$ cat src/rtl/chord_suggest_seq.sv
// Melody-note chord suggester: scans up to four diatonic chords that contain the
// latched note and filters them through a writable degree-transition table.
module chord_suggest_seq #(
    parameter int NUM_CAND    = 4,
    parameter int CHORD_NOTES = 4
) (
    input  logic                    clk,
    input  logic                    rst_n,
    input  logic                    recalculate,
    input  logic [3:0]              key,
    input  logic [3:0]              note,
    input  logic                    sel_valid,
    input  logic [2:0]              sel_deg,
    input  logic                    tbl_we,
    input  logic [2:0]              tbl_addr,
    input  logic [7:0]              tbl_data,
    input  logic                    out_ready,
    output logic                    out_valid,
    output logic [16*NUM_CAND-1:0]  chords,
    output logic [NUM_CAND-1:0]     cand_mask,
    output logic                    busy,
    output logic [2:0]              cur_deg
);

    typedef enum logic [1:0] {IDLE = 2'd0, SCAN = 2'd1, DONE = 2'd2} state_t;

    state_t      state, state_next;
    logic [1:0]  idx_p0;
    logic [3:0]  key_p0;
    logic [2:0]  deg_p0;
    logic [2:0]  from_p0;
    logic [7:0]  tbl [8];
    logic [4:0]  diff;
    logic [2:0]  cand_deg;
    logic        cand_ok;
    logic [15:0] cand_slot;

    // Operands are always below 24, so one conditional subtract is enough.
    function automatic logic [3:0] wrap12(input logic [4:0] v);
        return (v >= 5'd12) ? 4'(v - 5'd12) : v[3:0];
    endfunction

    function automatic logic [2:0] interval_degree(input logic [3:0] iv);
        case (iv)
            4'd0:    return 3'd1;
            4'd2:    return 3'd2;
            4'd4:    return 3'd3;
            4'd5:    return 3'd4;
            4'd7:    return 3'd5;
            4'd9:    return 3'd6;
            4'd11:   return 3'd7;
            default: return 3'd0;
        endcase
    endfunction

    function automatic logic [3:0] scale_offset(input logic [2:0] deg);
        case (deg)
            3'd2:    return 4'd2;
            3'd3:    return 4'd4;
            3'd4:    return 4'd5;
            3'd5:    return 4'd7;
            3'd6:    return 4'd9;
            3'd7:    return 4'd11;
            default: return 4'd0;
        endcase
    endfunction

    // Moves a 1-based degree up by 'up' scale steps (up <= 14), wrapping 7 -> 1.
    function automatic logic [2:0] step_degree(input logic [2:0] base, input logic [3:0] up);
        logic [4:0] s;
        s = {2'b00, base} - 5'd1 + {1'b0, up};
        if (s >= 5'd14)
            s = s - 5'd14;
        else if (s >= 5'd7)
            s = s - 5'd7;
        return s[2:0] + 3'd1;
    endfunction

    always_ff @(posedge clk) begin
        if (!rst_n)
            state <= IDLE;
        else
            state <= state_next;
    end

    always_comb begin
        state_next = state;
        case (state)
            IDLE:    if (recalculate) state_next = SCAN;
            SCAN:    if (idx_p0 == 2'(NUM_CAND - 1)) state_next = DONE;
            DONE:    if (out_ready) state_next = IDLE;
            default: state_next = IDLE;
        endcase
    end

    always_comb begin
        busy      = 1'b0;
        out_valid = 1'b0;
        case (state)
            SCAN: busy = 1'b1;
            DONE: begin
                busy      = 1'b1;
                out_valid = 1'b1;
            end
            default: ;
        endcase
    end

    assign diff = {1'b0, note} + 5'd12 - {1'b0, key};

    // Candidate k has the melody note as its root, third, fifth, seventh: 2k steps down.
    always_comb begin
        cand_deg  = step_degree(deg_p0, 4'd14 - {1'b0, idx_p0, 1'b0});
        cand_ok   = (deg_p0 != 3'd0) && tbl[from_p0][cand_deg];
        cand_slot = '1;
        if (cand_ok) begin
            for (int j = 0; j < 4; j++) begin
                if (j < CHORD_NOTES)
                    cand_slot[4*(3-j) +: 4] = wrap12({1'b0, key_p0}
                        + {1'b0, scale_offset(step_degree(cand_deg, 4'(2*j)))});
            end
        end
    end

    always_ff @(posedge clk) begin
        if (!rst_n) begin
            chords    <= '1;
            cand_mask <= '0;
            cur_deg   <= 3'd1;
            idx_p0    <= 2'd0;
            key_p0    <= 4'd0;
            deg_p0    <= 3'd0;
            from_p0   <= 3'd1;
            tbl[0]    <= 8'h00;
            tbl[1]    <= 8'hFE;
            tbl[2]    <= 8'hA4;
            tbl[3]    <= 8'h5C;
            tbl[4]    <= 8'hB4;
            tbl[5]    <= 8'h62;
            tbl[6]    <= 8'h54;
            tbl[7]    <= 8'h54;
        end else begin
            if (sel_valid && sel_deg != 3'd0)
                cur_deg <= sel_deg;
            if (state == IDLE && tbl_we)
                tbl[tbl_addr] <= tbl_data;
            // Stage boundary: request latch; the scan sees only these copies.
            if (state == IDLE && recalculate) begin
                idx_p0  <= 2'd0;
                key_p0  <= key;
                from_p0 <= cur_deg;
                deg_p0  <= (key > 4'd11) ? 3'd0 : interval_degree(wrap12(diff));
            end
            // Stage boundary: one candidate slot retired per SCAN cycle.
            if (state == SCAN) begin
                for (int k = 0; k < NUM_CAND; k++) begin
                    if (idx_p0 == 2'(k)) begin
                        chords[16*k +: 16] <= cand_slot;
                        cand_mask[k]       <= cand_ok;
                    end
                end
                idx_p0 <= idx_p0 + 2'd1;
            end
        end
    end

endmodule

$ cat config.mk
export PLATFORM = sky130hd
export DESIGN_NAME = chord_suggest_seq
export DESIGN_NICKNAME = d
export VERILOG_FILES = /design/src/rtl/chord_suggest_seq.sv
export SDC_FILE = /design/constraint.sdc
export NUM_CORES = 1
export LEC_CHECK = 0
export BUFFER_PORTS_ARGS = -buffer_cell sky130_fd_sc_hd__buf_4
export CORE_ASPECT_RATIO = 1.1
export CORE_MARGIN = 2
export CORE_UTILIZATION = 36
export DETAILED_ROUTE_END_ITERATION = 8
export PLACE_DENSITY_LB_ADDON = 0.3
export SLEW_MARGIN = 40
export SYNTH_ARGS = -nofsm -noshare
export SYNTH_HDL_FRONTEND = slang
export SYNTH_SLANG_ARGS = --single-unit
$ cat constraint.sdc
create_clock -name clk -period 14.9 [get_ports clk]
set_input_delay 0.745 -clock clk [delete_from_list [all_inputs] [get_ports clk]]
set_output_delay 0.745 -clock clk [all_outputs]
set_load 0.005 [all_outputs]
==> impl_metrics.env, run 1 <==
export IMPL_status="finished clean"
export IMPL_synthTopCellsByArea="edfxtp_1 (21%), dfxtp_1 (19%), ha_1 (8.3%)"
export IMPL_rows=60
export IMPL_grt_pass1_vias=7274
export IMPL_synthToLayoutAreaGrowth_pct=16.84
export IMPL_grt_pass1_wl_microns=39560
export IMPL_fillCellCount=2410
export IMPL_routed_wl_microns=24880
export IMPL_hpwl_microns=17690
export IMPL_viasPerCell=5.529
export IMPL_path_clk_slew_ns=0.07
export IMPL_die_y_microns=170.4
export IMPL_ys_types=75
export IMPL_relSlewSlack_pct=48.43
export IMPL_die_area_sq_um=26450
export IMPL_grt_usage_pct=19.16
export IMPL_period_needed_ns=8.949
export IMPL_final_hold_viol_count=0
export IMPL_hold_path_class="flop to flop"
export IMPL_antenna_found_initial=0
export IMPL_slowest_delay_ns=0.61
export IMPL_drtPass1Iterations=5
export IMPL_post_drt_wl_per_cell_microns=18.57
export IMPL_maxCapViolCount=0
export IMPL_die_w_microns=155.3
export IMPL_cts_root_buf="clkbuf_16"
export IMPL_crit_top_cell="ha_1"
export IMPL_synthCells=947
export IMPL_synth_avg_cell_area_sq_um=9.567
export IMPL_synth_nets=1041
export IMPL_timing_fmax_ghz=0.1117
export IMPL_ys_flop_type="dfxtp_1"
export IMPL_drc=0
export IMPL_port_buffers=100
export IMPL_drive_gt1_share_pct=18.83
export IMPL_post_cts_buffers=0
export IMPL_cp_start_kind="flop"
export IMPL_netlist_area_sq_um=9060
export IMPL_clk_latency_ns=0.43
export IMPL_grt_overflow_total=0
export IMPL_slew_violations=0
export IMPL_h_tree_depth=4
export IMPL_ys_seq_area_share_pct=40.66
export IMPL_synth_largest_area_cell="edfxtp_1"
export IMPL_crit_path_end_kind="flop"
export IMPL_synth_edf_count=64
export IMPL_post_route_period_util_pct=60.06
export IMPL_cts_hold_buf=0
export IMPL_finalSetupTns_ns=0
export IMPL_worst_slew_pin_slew_ns=0.7735
export IMPL_first_iter_violations=583
export IMPL_grt_max_degree=96
export IMPL_synth_seq_cells=152
export IMPL_cts_repair_resized=0
export IMPL_skew_ns=0.01282
export IMPL_hold_ws_ns=0.4701
export IMPL_rsz0062_at_grt="false"
export IMPL_vias=7409
export IMPL_initial_core_util_pct=36.79
export IMPL_synth_yosys_warnings=0
export IMPL_required_ns=15.18
export IMPL_core_area_sq_um=24620
export IMPL_clockBufferDepth=2
export IMPL_layout_common_cells="buf_4 (111), dfxtp_1 (88), nor2_1 (85)"
export IMPL_ant_nets=0
export IMPL_crit_family="adder cells"
export IMPL_cts_sinks=152
export IMPL_final_area_sq_um=10590
export IMPL_cp_buffers_inverters=4
export IMPL_diodes=0
export IMPL_synth_top_area_share_pct=21.21
export IMPL_synthArstFlopShare_pct=0
export IMPL_final_common_cell="buf_4"
export IMPL_arrival_ns=9.23
export IMPL_cts_tree="yes"
export IMPL_nets=1111
export IMPL_finalSetupViolations=0
export IMPL_cts_inserted_buffers=17
export IMPL_path_class="flop to flop"
export IMPL_cp_max_fo=23
export IMPL_place_gp_congestion=0.8581
export IMPL_critPathSlowestCell="dfxtp_1"
export IMPL_placed_area_sq_um=9993
export IMPL_pin_count=101
-- flip-flops by register name (all words and copies together), names as in the netlist, named ones only --
signal / flops
idx_p0: 2
state: 2
cand_mask: 4
tbl: 64
key_p0: 4
cur_deg: 3
chords: 64
from_p0: 3
deg_p0: 3
-- path summary, 6_finish.rpt --
path	startpoint	endpoint	slack, ns	cells past startpoint
setup / recovery	deg_p0[0]	chords[50]	5.95	32
hold / removal	from_p0[0]	flop	0.47	2
setup reg to reg	deg_p0[0]	chords[50]	5.95	32
hold reg to reg	from_p0[0]	flop	0.47	2
-- metal layers --
layer | GRT usage (%) | up-vias | share of wire [%]
met5 | 0 | - | 0
met4 | 6.941 | 0 | 2.7
met3 | 3.285 | 33 | 4.7
met2 | 32.77 | 193 | 50
met1 | 24.40 | 3584 | 43
li1 | - | 3599 | -
-- per-stage QoR --
stage / std cells / setup WS (ns) / utilization, %
global placement: 1307 / 6.248 / 40.58
floorplan: 947 / 6.870 / -
global route: 1340 / 5.157 / 42.99
CTS: 1339 / 5.999 / 42.93
detailed placement: 1307 / 6.041 / 40.58
finish: 1340 / 5.951 / 42.99
-- layout make-up --
type	count	area [sq um]	area share [%]
tap	310	387.9	3.664
multi-input combinational	688	4920	46.48
clock inverter	14	137.6	1.300
timing repair buffer	112	844.6	7.979
inverter	46	172.7	1.631
clock buffer	18	439.2	4.149
sequential	152	3684	34.80
-- Yosys cell counts, types with 14 or more instances --
cell,count
inv_1,45
o21ai_1,59
ha_1,60
nand2_1,70
o21ai_0,21
nor2b_1,14
nor2_1,85
nor4_1,57
a21oi_1,32
xnor2_1,17
clkbuf_1,39
edfxtp_1,64
dfxtp_1,88
a21o_1,14
or3_1,23
mux4_2,19
and2_1,42
-- worst min-delay path: stages, from the launching register on --
cell	delay, ns
dfxtp_1	0.30
nand2_1	0.04
nand3_1	0.09
-- cell families after synthesis --
family / count (synthesis) / synth area share, %
simple gates: 353 / 20.09
compound gates: 212 / 15.62
flops: 152 / 40.66
buf+inv: 107 / 5.289
fa+ha+maj: 66 / 9.612
mux: 34 / 6.422
xor+xnor: 23 / 2.306
Power of run 1 is left out: the tool's default activity adds up to more than one toggle a clock period on the data nets, which glitch-free logic cannot reach.
==> inputs of run 2 (changes only) <==
==> constraint.sdc (replaced) <==
create_clock -name clk -period 7.9 [get_ports clk]
set_input_delay 0.395 -clock clk [delete_from_list [all_inputs] [get_ports clk]]
set_output_delay 0.395 -clock clk [all_outputs]
set_load 0.005 [all_outputs]
==> run 2 against run 1 <==
Clock skew grew 0.00076 ns. Non-clock buffer count grew 14. Maximum frequency grew 20%. First-iteration DRC count grew 29%. Critical endpoint is now chords[62]. Highest routed layer unchanged.
==> impl_metrics.env, run 2 (synthesis gave the netlist of run 1 again) <==
export IMPL_hold_ws_ns=0.2064
export IMPL_crit_path_end_kind="flop"
export IMPL_hpwl_microns=17750
export IMPL_place_gp_congestion=0.8834
export IMPL_grt_usage_pct=18.67
export IMPL_final_hold_viol_count=0
export IMPL_critPathSlowestCell="fa_2"
export IMPL_cts_root_buf="clkbuf_16"
export IMPL_crit_top_cell="ha_1"
export IMPL_die_y_microns=170.4
export IMPL_min_to="cur_deg[0]"
export IMPL_viasPerCell=5.547
export IMPL_first_iter_violations=750
export IMPL_antenna_found_initial=0
export IMPL_arrival_ns=7.81
export IMPL_hold_path_class="input port to flop"
export IMPL_slew_violations=0
export IMPL_maxCapViolCount=0
export IMPL_post_drt_wl_per_cell_microns=18.14
export IMPL_grt_pass1_vias=7070
export IMPL_nets=1125
export IMPL_pin_count=101
export IMPL_path_clk_slew_ns=0.06
export IMPL_post_route_period_util_pct=94.44
export IMPL_reg2reg_from="deg_p0[0]"
export IMPL_cp_start_kind="flop"
export IMPL_worst_slew_pin_slew_ns=0.8847
export IMPL_drive_gt1_share_pct=21.46
export IMPL_cts_sinks=152
export IMPL_cts_tree="yes"
export IMPL_synthToLayoutAreaGrowth_pct=19.21
export IMPL_cts_inserted_buffers=17
export IMPL_finalSetupViolations=0
export IMPL_die_w_microns=155.3
export IMPL_worstHoldStart="sel_deg[0]"
export IMPL_ant_nets=0
export IMPL_core_area_sq_um=24620
export IMPL_cp_max_fo=8
export IMPL_port_buffers=100
export IMPL_top_regs="chords x64, tbl x64"
export IMPL_status="finished clean"
export IMPL_grt_max_degree=96
export IMPL_rsz0062_at_grt="true"
export IMPL_clockBufferDepth=2
export IMPL_grt_overflow_total=0
export IMPL_routed_wl_microns=24560
export IMPL_period_needed_ns=7.461
export IMPL_ff2ff_setup_slack_ns=0.44
export IMPL_required_ns=8.25
export IMPL_relSlewSlack_pct=41.02
export IMPL_die_area_sq_um=26450
export IMPL_path_class="flop to flop"
export IMPL_cts_hold_buf=0
export IMPL_layout_common_cells="buf_4 (122), dfxtp_1 (88), nor2_1 (83)"
export IMPL_rr_worst_depth=37
export IMPL_final_common_cell="buf_4"
export IMPL_skew_ns=0.01358
export IMPL_r2r_end="chords[62]"
export IMPL_critPathLaunch="deg_p0[0]"
export IMPL_slowest_delay_ns=0.51
export IMPL_timing_fmax_ghz=0.1340
export IMPL_drc=0
export IMPL_vias=7510
export IMPL_drtPass1Iterations=5
export IMPL_h_tree_depth=4
export IMPL_clk_latency_ns=0.42
export IMPL_initial_core_util_pct=36.79
export IMPL_whs_path_depth=3
export IMPL_grt_pass1_wl_microns=38560
export IMPL_diodes=0
export IMPL_rows=60
## run 2: metal layers
metal | up-vias | track usage [%] | part of all wire (%)
met2 | 219 | 31.50 | 50
li1 | 3643 | - | -
met3 | 31 | 2.776 | 4.6
met5 | - | 0 | 0
met1 | 3617 | 24.74 | 44
met4 | 0 | 5.864 | 1.7
## run 2: worst max-delay path by stage
stage                  to  slack (ns)  cells past startpoint
2_1_floorplan   chords[2]        0.03                     37
3_3_place_gp   chords[18]        0.19                     34
3_5_place_dp   chords[50]       -0.04                     34
4_1_cts        chords[50]        0.05                     34
5_1_grt        chords[31]       -0.06                     37
6_report       chords[62]        0.44                     37
## run 2: final cells by class
cell class / instances / area [sq um]
fill: 2361 / 13820
multi-input combinational: 688 / 5009
sequential: 152 / 3684
timing repair buffer: 126 / 964.7
clock buffer: 22 / 464.2
tap: 310 / 387.9
inverter: 46 / 172.7
clock inverter: 10 / 118.9
## run 2: timing repair
item | 4_1_cts | 5_1_grt
pin swaps | 0 | 9
gates resized for setup | 1 | 21
hold endpoints to repair | 0 | 0
setup endpoints to repair | 3 | 32
setup buffers | 0 | 4
## run 2: worst max-delay path: cells and delay by family, from the launching register on
kind                     cells  cell delay [ns]
AO/OA/AOI/OAI               10             1.77
XOR/XNOR                     2             0.30
adder cells (fa/ha/maj)     11             3.04
buffers and inverters        7             0.74
flip-flops                   1             0.32
multiplexers                 1             0.29
AND/OR/NAND/NOR              6             0.93
## run 2: per-stage QoR
step | setup WS (ns) | util (%) | instances | instance area, sq um | setup TNS (ns)
detailed placement | -0.03817 | 40.98 | 1317 | 10090 | -0.08299
floorplan | 0.02553 | - | 947 | 9067 | 0
global route | -0.05874 | 43.86 | 1354 | 10800 | -0.3007
CTS | 0.05048 | 43.35 | 1349 | 10680 | 0
global placement | 0.1945 | 40.85 | 1315 | 10060 | 0
finish | 0.4389 | 43.86 | 1354 | 10800 | 0
Power of run 2 is left out for the same reason.
